===== src/rtl/keypad_scanner_if.sv =====
// Keypad scanner signal bundle: matrix rows/columns plus the encoded key pair.
// master = scanner side, slave = keypad/downstream-debouncer side.
interface keypad_scanner_if;
    logic [3:0] rows_raw;
    logic [3:0] cols;
    logic [3:0] key_code;
    logic       key_pressed;

    modport master (
        input  rows_raw,
        output cols,
        output key_code,
        output key_pressed
    );

    modport slave (
        output rows_raw,
        input  cols,
        input  key_code,
        input  key_pressed
    );
endinterface


===== src/rtl/keypad_scanner.sv =====
// 4x4 matrix keypad scanner: walks active-low column strobes, samples synchronized rows, encodes the key.
// Optional build macro KEYPAD_MULTIKEY_REJECT_EN: several rows low in one column reads as "no key".
module keypad_scanner #(
    parameter int unsigned SETTLE_CYCLES = 4,
    parameter int unsigned CNT_W         = 16
) (
    input  logic              clk,
    input  logic              reset,
    keypad_scanner_if.master  kp
);

    localparam logic [CNT_W-1:0] CNT_LAST = CNT_W'(SETTLE_CYCLES - 1);

    typedef enum logic [1:0] {
        SCAN = 2'd0,
        HOLD = 2'd1
    } state_t;

    state_t           state;
    logic [1:0]       col_idx;
    logic [1:0]       held_row;
    logic [CNT_W-1:0] counter;
    logic [3:0]       sync_q1;
    logic [3:0]       rows_sync;
    logic [3:0]       cols_q;
    logic [3:0]       key_code_q;
    logic             key_pressed_q;

    logic [1:0]       col_inc_c;
    logic             row_found_c;
    logic [1:0]       row_sel_c;

    function automatic logic [3:0] col_strobe(input logic [1:0] idx);
        return ~(4'b0001 << idx);
    endfunction

    function automatic logic [3:0] key_map(input logic [1:0] r, input logic [1:0] c);
        logic [3:0] code;
        case ({r, c})
            4'h0: code = 4'h1;
            4'h1: code = 4'h2;
            4'h2: code = 4'h3;
            4'h3: code = 4'hA;
            4'h4: code = 4'h4;
            4'h5: code = 4'h5;
            4'h6: code = 4'h6;
            4'h7: code = 4'hB;
            4'h8: code = 4'h7;
            4'h9: code = 4'h8;
            4'hA: code = 4'h9;
            4'hB: code = 4'hC;
            4'hC: code = 4'hE;
            4'hD: code = 4'h0;
            4'hE: code = 4'hF;
            default: code = 4'hD;
        endcase
        return code;
    endfunction

    assign col_inc_c = col_idx + 2'd1;

    // Lowest-index low row wins; optionally reject simultaneous rows.
    always_comb begin
        row_found_c = 1'b0;
        row_sel_c   = 2'd0;
        for (int i = 3; i >= 0; i--) begin
            if (!rows_sync[i]) begin
                row_found_c = 1'b1;
                row_sel_c   = 2'(i);
            end
        end
`ifdef KEYPAD_MULTIKEY_REJECT_EN
        if ($countones(~rows_sync) > 1) begin
            row_found_c = 1'b0;
        end
`endif
    end

    always_ff @(posedge clk) begin
        if (reset) begin
            state         <= SCAN;
            col_idx       <= 2'd0;
            held_row      <= 2'd0;
            counter       <= '0;
            sync_q1       <= 4'b1111;
            rows_sync     <= 4'b1111;
            cols_q        <= 4'b1110;
            key_code_q    <= 4'h0;
            key_pressed_q <= 1'b0;
        end else begin
            sync_q1   <= kp.rows_raw;
            rows_sync <= sync_q1;
            case (state)
                SCAN: begin
                    if (counter >= CNT_LAST) begin
                        counter <= '0;
                        if (row_found_c) begin
                            state         <= HOLD;
                            held_row      <= row_sel_c;
                            key_code_q    <= key_map(row_sel_c, col_idx);
                            key_pressed_q <= 1'b1;
                        end else begin
                            col_idx <= col_inc_c;
                            cols_q  <= col_strobe(col_inc_c);
                        end
                    end else begin
                        counter <= counter + CNT_W'(1);
                    end
                end
                HOLD: begin
                    counter <= '0;
                    // Only the held row releases; other rows in this column are ignored.
                    if (rows_sync[held_row]) begin
                        state         <= SCAN;
                        key_pressed_q <= 1'b0;
                        col_idx       <= col_inc_c;
                        cols_q        <= col_strobe(col_inc_c);
                    end
                end
                default: begin
                    state         <= SCAN;
                    col_idx       <= 2'd0;
                    held_row      <= 2'd0;
                    counter       <= '0;
                    sync_q1       <= 4'b1111;
                    rows_sync     <= 4'b1111;
                    cols_q        <= 4'b1110;
                    key_code_q    <= 4'h0;
                    key_pressed_q <= 1'b0;
                end
            endcase
        end
    end

    assign kp.cols        = cols_q;
    assign kp.key_code    = key_code_q;
    assign kp.key_pressed = key_pressed_q;

endmodule


===== src/flat_wrapper.sv =====
// flat-port wrapper written by rule: the top's interface ports become plain ports
module keypad_scanner_flat 
#(
    parameter int unsigned SETTLE_CYCLES = 4,
    parameter int unsigned CNT_W         = 16
)
  (clk, reset, kp_rows_raw, kp_cols, kp_key_code, kp_key_pressed);
  keypad_scanner_if kp_i ();
  input  logic clk;
  input  logic reset;
  input wire logic [$bits(kp_i.rows_raw)-1:0] kp_rows_raw;
  output wire logic [$bits(kp_i.cols)-1:0] kp_cols;
  output wire logic [$bits(kp_i.key_code)-1:0] kp_key_code;
  output wire logic [$bits(kp_i.key_pressed)-1:0] kp_key_pressed;
  assign kp_i.rows_raw = kp_rows_raw;
  assign kp_cols = kp_i.cols;
  assign kp_key_code = kp_i.key_code;
  assign kp_key_pressed = kp_i.key_pressed;
  keypad_scanner #(.SETTLE_CYCLES(SETTLE_CYCLES), .CNT_W(CNT_W)) u_core (.clk(clk), .reset(reset), .kp(kp_i));
endmodule

===== config.mk =====
export PLATFORM = sky130hd
export DESIGN_NAME = keypad_scanner_flat
export DESIGN_NICKNAME = d
export VERILOG_FILES = /design/src/rtl/keypad_scanner_if.sv /design/src/rtl/keypad_scanner.sv /design/src/flat_wrapper.sv
export SDC_FILE = /design/constraint.sdc
export NUM_CORES = 1
export LEC_CHECK = 0
export ABC_AREA = 1
export CAP_MARGIN = 20
export CORE_MARGIN = 4
export CORE_UTILIZATION = 50
export CTS_CLUSTER_DIAMETER = 80
export DETAILED_ROUTE_END_ITERATION = 10
export HOLD_SLACK_MARGIN = 0.1
export PLACE_DENSITY = 0.72
export SLEW_MARGIN = 20
export SYNTH_ARGS = -nofsm -noshare
export SYNTH_HDL_FRONTEND = slang
export SYNTH_SLANG_ARGS = --single-unit

===== constraint.sdc =====
create_clock -name clk -period 1.5 [get_ports clk]
set_clock_uncertainty 0.1 [all_clocks]
set_input_delay 0.15 -clock clk [delete_from_list [all_inputs] [get_ports clk]]
set_output_delay 0.15 -clock clk [all_outputs]
set_load 0.005 [all_outputs]

==> impl_table.tex <==
\begin{tabular}{lr}
\hline
Metric & Value \\
\hline
\multicolumn{2}{l}{\textbf{Worst setup path}} \\
Worst path cell trace & clkdlybuf4s50\_1 \\
CP max-delay cell & clkdlybuf4s50\_1 \\
Crit path kind & reg -> out \\
Stage delay of the slowest cell on the critical path & around 0.51 ns \\
Logic depth of the worst setup path including buffers & 1 \\
Highest net fanout along the worst path & 2 \\
Arrival time at the worst endpoint & between 1 and 1.5 ns \\
Count of buffering cells on the critical path with inverters included & 1 \\
Worst Setup SP & u\_core.kp.key\_code[0] \\
Setup crit end kind & primary output \\
Worst reg2reg startpoint & u\_core.state[0] \\
Startpoint class of the critical path & register \\
Delay-heaviest family, CP & buffers and inverters \\
Length in cells of the worst reg-to-reg path & 8 \\
Data required time at the worst endpoint & about 1.3 ns \\
\multicolumn{2}{l}{\textbf{STA}} \\
Setup-violating endpoint count in the final report & 0 \\
Final setup margin & between 0.04 and 0.05 ns \\
Min cycle time layout & 1.46 ns \\
RSZ-0062 raised after global routing & yes \\
Worst-case hold slack & $\sim$0.26 ns \\
Final max-slew violation count & 0 \\
Share of the clock period used by the worst path after layout & between 90\% and 100\% \\
Final hold vios & 0 \\
Max Clock Freq & 685 MHz \\
\multicolumn{2}{l}{\textbf{Synth}} \\
Post-synthesis compound-gate area fraction & roughly 7.3\% \\
Fraction of the yosys area taken by sequential cells & 52.2\% \\
Combined area of all synthesized cells & approximately 1400 um2 \\
Proportion of synthesized area in mux cells & 0\% \\
Cell count after synthesis & roughly 170 \\
Xor-xnor portion of the synthesized cell area & 0\% \\
Post-synthesis adder-cell area fraction & about 6\% \\
Number of unique standard cell types used by synthesis & 20 \\
\#FFs+latches synth & 37 \\
Yosys warns & 0 \\
Share of synthesized cell area in and, or, nand and nor gates & 28.7\% \\
Mean instance size in the synthesized netlist & around 8.5 um2 \\
Main combinational cell family by area after synthesis & simple AND/OR/NAND/NOR gates \\
\multicolumn{2}{l}{\textbf{Finish}} \\
Multi-input gate area & $\sim$700 um2 \\
Filler Cells Inserted & between 200 and 250 \\
Register Area & 747 um2 \\
Final design area excluding fillers & approximately 1800 um2 \\
Fraction of the core area covered by cells at the end of the flow & between 60\% and 70\% \\
Number of nets in the final layout & between 200 and 250 \\
Layout Area Growth over Synthesis & 28.0\% \\
Ant diodes & 0 \\
Fraction of final layout cells with drive strength greater than 1 & roughly a quarter \\
\multicolumn{2}{l}{\textbf{Floorplan}} \\
Die W & 61.3 um \\
Die height & $\sim$61 um \\
Core Box Area & 2730 um2 \\
Initial core utilization & between 50\% and 60\% \\
Count of standard-cell rows & 19 \\
Io pins & 15 \\
Area of the die & about 3800 um2 \\
\multicolumn{2}{l}{\textbf{Drt}} \\
Routed vias & 1,141 \\
Final antenna-violating net count & 0 \\
Violation count after the first detailed-routing iteration & 66 \\
Per-cell routed wire length & between 10 and 15 um \\
Drt first pass iters & 4 \\
Aggregate routed wire length & 2690 um \\
DRC violations left & 0 \\
Average via count per standard cell & $\sim$4.8 \\
\multicolumn{2}{l}{\textbf{Placement}} \\
Detailed placement HPWL & 1740 um \\
Port Buffers & 14 \\
Worst slack, placed & -0.0250 ns \\
Placer congestion estimate & $\sim$0.8 \\
Total placed instance area & 1650 um2 \\
\multicolumn{2}{l}{\textbf{Global routing}} \\
Via count of the first global-routing pass & approximately 1,000 \\
Largest net degree at the start of global routing & 13 \\
GRT Resource Usage Total & around 15\% \\
Wire length of the first global-routing pass & 4000 um \\
Sum of overflow across all layers after global routing & 0 \\
Initial antenna violation count & 0 \\
\multicolumn{2}{l}{\textbf{Min path}} \\
Worst Hold Path Cells & 2 \\
Worst hold path class & in -> reg \\
Startpoint of the worst hold path & kp\_rows\_raw[1] \\
\multicolumn{2}{l}{\textbf{Power}} \\
Leakage power of the design & between 0.8 and 0.9 nW \\
Power density over cell area & about 1100 nW/um2 \\
Total design power & $\sim$2.1 mW \\
Maximum vdd drop & approximately 0.87 mV \\
\multicolumn{2}{l}{\textbf{Clocking}} \\
TritonCTS clock tree & built \\
Count of H-tree levels built during CTS & 2 \\
Latest clock arrival within the worst-skew pair & between 0.3 and 0.4 ns \\
Clock Tree Buf Depth & 2 \\
Cell at the root of the clock tree & clkbuf\_4 \\
Reg clk slew, reported paths & around 0.11 ns \\
Number of buffers created by CTS & 5 \\
Clock net sink count & 37 \\
\multicolumn{2}{l}{\textbf{Outcome}} \\
Status & finished, final reports clean \\
\multicolumn{2}{l}{\textbf{Run}} \\
Max-cap violation count & 0 \\
\hline
\end{tabular}
[logic make-up after synthesis]
logic type | Yosys count
simple gates | 88
flops | 37
buf+inv | 17
other cells | 1
fa+ha+maj | 7
compound gates | 17
[worst paths after layout]
check / slack [ns] / endpoint
max: 0.04 / kp_key_code[0]
min: 0.26 / u_core.sync_q1[1]
max reg2reg: 0.07 / u_core.kp.key_code[0]
min reg2reg: 0.30 / u_core.rows_sync[0]
[final cells by class]
class | count | area share (%)
Sequential cell | 37 | 41.1
Clock buffer | 7 | 3.03
Timing Repair Buffer | 22 | 11.4
Inverter | 14 | 2.89
Tap cell | 31 | 2.14
Multi-Input combinational cell | 128 | 39.4
[synth_stat cells, drive strengths merged]
library cell,instances,area (um2)
a21oi,11,62.6
buf,1,11.3
clkbuf,2,11.3
conb,1,3.75
dfxtp,37,741
ha,7,87.6
inv,14,52.6
nand2,41,169
nand3,15,80.1
nand3b,3,22.5
nor2,21,86.3
o21ai,6,41.3
or2,8,50.1
[placed cells by master, fill, tap and decap left out, types with 5 or more instances in the layout]
cell type and instances:
a21oi_1 8, nand2_1 33, ha_1 6, conb_1 14, nand2_2 7, dfxtp_2 5
or2_2 8, buf_4 6, inv_1 12, clkdlybuf4s50_1 13, clkbuf_4 5, nor2_1 17
dfxtp_1 32, nand3_1 14
[layer usage]
layer | share of wire (%) | GRT usage (%) | wire [um]
met1 | 42 | 16.1 | 1140
met4 | 2.3 | 6.81 | 61
met2 | 50 | 25.1 | 1340
met5 | 0 | 0 | 0
met3 | 5.6 | 6.71 | 150
[state kept, by name, summed over array words and instances (netlist names)]
name,cells
u_core.counter,16
u_core.kp.cols,4
u_core.kp.key_code,4
u_core.rows_sync,4
u_core.sync_q1,4
u_core.col_idx,2
u_core.held_row,2
u_core.state,1
[where the power goes]
group	total, mW	internal, mW	switching (mW)
Sequential	1.10	1.06	0.0417
Combinational	0.428	0.198	0.230
Clock	0.524	0.221	0.303
Total	2.06	1.48	0.574
[repair_timing]
action / 4_1_cts / 5_1_grt
gates cloned: 0 / 2
endpoints found under the setup margin: 4 / 12
hold buffers: 0 / 0
pin swaps: 0 / 9
resized for setup: 5 / 19
setup buffers: 1 / 3
[stage by stage]
| step | setup TNS, ns | std cells |
|---|---|---|
| finish | 0 | 239 |
| floorplan | 0 | 180 |
| detailed placement | -0.0409 | 226 |
| global placement | 0 | 226 |
| CTS | 0 | 234 |
| global route | -0.0455 | 239 |
Power figures use the tool's default switching activity.
==> RTL change: new RTL, same flow settings <==
Build with the macro `KEYPAD_MULTIKEY_REJECT_EN` defined.
--- a/src/rtl/keypad_scanner.sv
+++ b/src/rtl/keypad_scanner.sv
@@ -1,5 +1,7 @@
 // 4x4 matrix keypad scanner: walks active-low column strobes, samples synchronized rows, encodes the key.
 // Optional build macro KEYPAD_MULTIKEY_REJECT_EN: several rows low in one column reads as "no key".
+`define KEYPAD_MULTIKEY_REJECT_EN
+
 module keypad_scanner #(
     parameter int unsigned SETTLE_CYCLES = 4,
     parameter int unsigned CNT_W         = 16
Formal check against the unedited RTL: not equivalent (Yosys sat finds a counterexample within 10 cycles, from zero or initial values and one cycle with reset high).
==> RTL change against the unedited design <==
The flow now finishes with violations (setup timing). Routed wire length increased by 14%. Final cell count rose by 11%. Sequential cell count unchanged. Synthesized area up 8.8%. Via count up 10%. Setup slack got worse by 0.65 ns. Utilization up 5.9 points. Cell area rose by 14%. Power up 10%. Largest power group unchanged. Highest routed layer unchanged.
==> RTL change: results (changes against the unedited design) <==
\begin{tabular}{lr}
\hline
Metric & Value \\
\hline
\multicolumn{2}{l}{\textbf{Outcome}} \\
\quad Outcome & finished with violations \\
\quad Failing checks & setup timing \\
\multicolumn{2}{l}{\textbf{Setup path}} \\
\quad Cell count of the worst reg-to-reg path & 10 (+2) \\
\quad Endpoint of the lowest-slack register-to-register path & u\_core.held\_row[0] \\
\quad Reg2reg start & u\_core.rows\_sync[0] \\
\quad Max stage delay cell, worst path & sky130\_fd\_sc\_hd\_\_fa\_1 \\
\quad Cell family with the largest share of critical-path delay & adder cells \\
\multicolumn{2}{l}{\textbf{Global routing}} \\
\quad Vias in the first global route & 1173 (+16\%) \\
\quad Pin count of the biggest net entering global routing & 12 (-1) \\
\quad Met3 track demand over resource in global routing & 0.0426 (-0.0245) \\
\quad Total GRT Usage & 0.157 (+0.00729) \\
\quad M2 GR Usage & 0.271 (+0.0204) \\
\multicolumn{2}{l}{\textbf{Cells and area}} \\
\quad Net count reported at finish & 252 (+14\%) \\
\multicolumn{2}{l}{\textbf{Routing}} \\
\quad Detail-routed via count per cell & 4.72 (-1.1\%) \\
\quad Detailed-route wire length & 3.06 mm (+14\%) \\
\quad Drt first-iter violations & 69 (+4.5\%) \\
\quad Met3 wirelength from detailed routing & 139 microns (-7.3\%) \\
\multicolumn{2}{l}{\textbf{Placed design}} \\
\quad Placer congestion estimate & 0.810 (+1.8\%) \\
\multicolumn{2}{l}{\textbf{Min path}} \\
\quad Worst hold path startpoint & kp\_rows\_raw[0] \\
\quad Hold path endpoint & u\_core.sync\_q1[0] \\
\multicolumn{2}{l}{\textbf{STA}} \\
\quad Final setup violation count & 13 (+13) \\
\quad Accumulated negative setup slack & -7.06 ns (-7.06 ns) \\
\quad Smallest setup slack after layout & -0.611 ns (-0.652 ns) \\
\multicolumn{2}{l}{\textbf{Pwr}} \\
\quad Switching power share of the total & 0.278 (-0.00144) \\
\quad Comb pwr & 516 uW (+21\%) \\
\quad Proportion of power drawn by flip-flops and latches & 0.486 (-0.051) \\
\quad Combinational share of power & 0.228 (+0.020) \\
\quad Leak pwr & 1.00 nW (+18\%) \\
\multicolumn{2}{l}{\textbf{Logic synthesis}} \\
\quad Sequential element share of the synthesized area & 0.480 (-0.0423) \\
\quad List of most frequent post-synthesis cells & sky130\_fd\_sc\_hd\_\_dfxtp\_1, sky130\_fd\_sc\_hd\_\_nand2\_1, sky130\_fd\_sc\_hd\_\_nor2\_1 \\
\quad Largest cells by area after synthesis & sky130\_fd\_sc\_hd\_\_dfxtp\_1, sky130\_fd\_sc\_hd\_\_ha\_1, sky130\_fd\_sc\_hd\_\_nand2\_1 \\
\quad Fraction of the mapped netlist area in adder cells & 0.102 (+0.0404) \\
\hline
\end{tabular}
## RTL change: cell types whose count changed after synthesis, moves of 5 or more
| cell | unedited run | this run |
|---|---|---|
| sky130_fd_sc_hd__nand3_1 | 14 | 7 |
| sky130_fd_sc_hd__nor2_1 | 18 | 26 |
| sky130_fd_sc_hd__nand4_1 | 0 | 6 |
| sky130_fd_sc_hd__inv_1 | 12 | 21 |
| sky130_fd_sc_hd__a21oi_1 | 9 | 4 |
| sky130_fd_sc_hd__o21ai_0 | 5 | 0 |
## RTL change: repair_timing
action / in CTS / in global routing
buffers inserted: 1 / 5
cloned: 0 / 1
resized for setup: 9 / 10
endpoints found under the setup margin: 14 / 18
pin swaps: 3 / 3
## RTL change: layout make-up
cell class,count,area [sq um]
fillers,212,790
well taps,31,38.8
inverters,26,105
repair buffers,31,274
flip-flops and latches,37,758
multi-input cells,133,807
clock buffers,8,80.1
## RTL change: worst max path at each step
stage | startpoint | endpoint
3_3_place_gp | u_core.rows_sync[3] | u_core.col_idx[0]
5_1_grt | u_core.rows_sync[0] | u_core.held_row[0]
4_1_cts | u_core.rows_sync[0] | u_core.col_idx[1]
6_report | u_core.rows_sync[0] | u_core.held_row[0]
3_5_place_dp | u_core.rows_sync[3] | u_core.col_idx[0]
2_1_floorplan | u_core.rows_sync[0] | u_core.col_idx[0]
## RTL change: per-stage QoR
step                      instance area [sq um]  setup WS, ns   util  hold slack [ns]
after global placement                     1870        -0.508  0.654            0.294
after global routing                       2060        -0.685  0.723            0.252
final                                      2060        -0.611  0.723            0.271
after detailed placement                   1870        -0.575  0.654            0.294
after CTS                                  1990        -0.542  0.696            0.251
after floorplan                            1610        -0.486      -            0.154
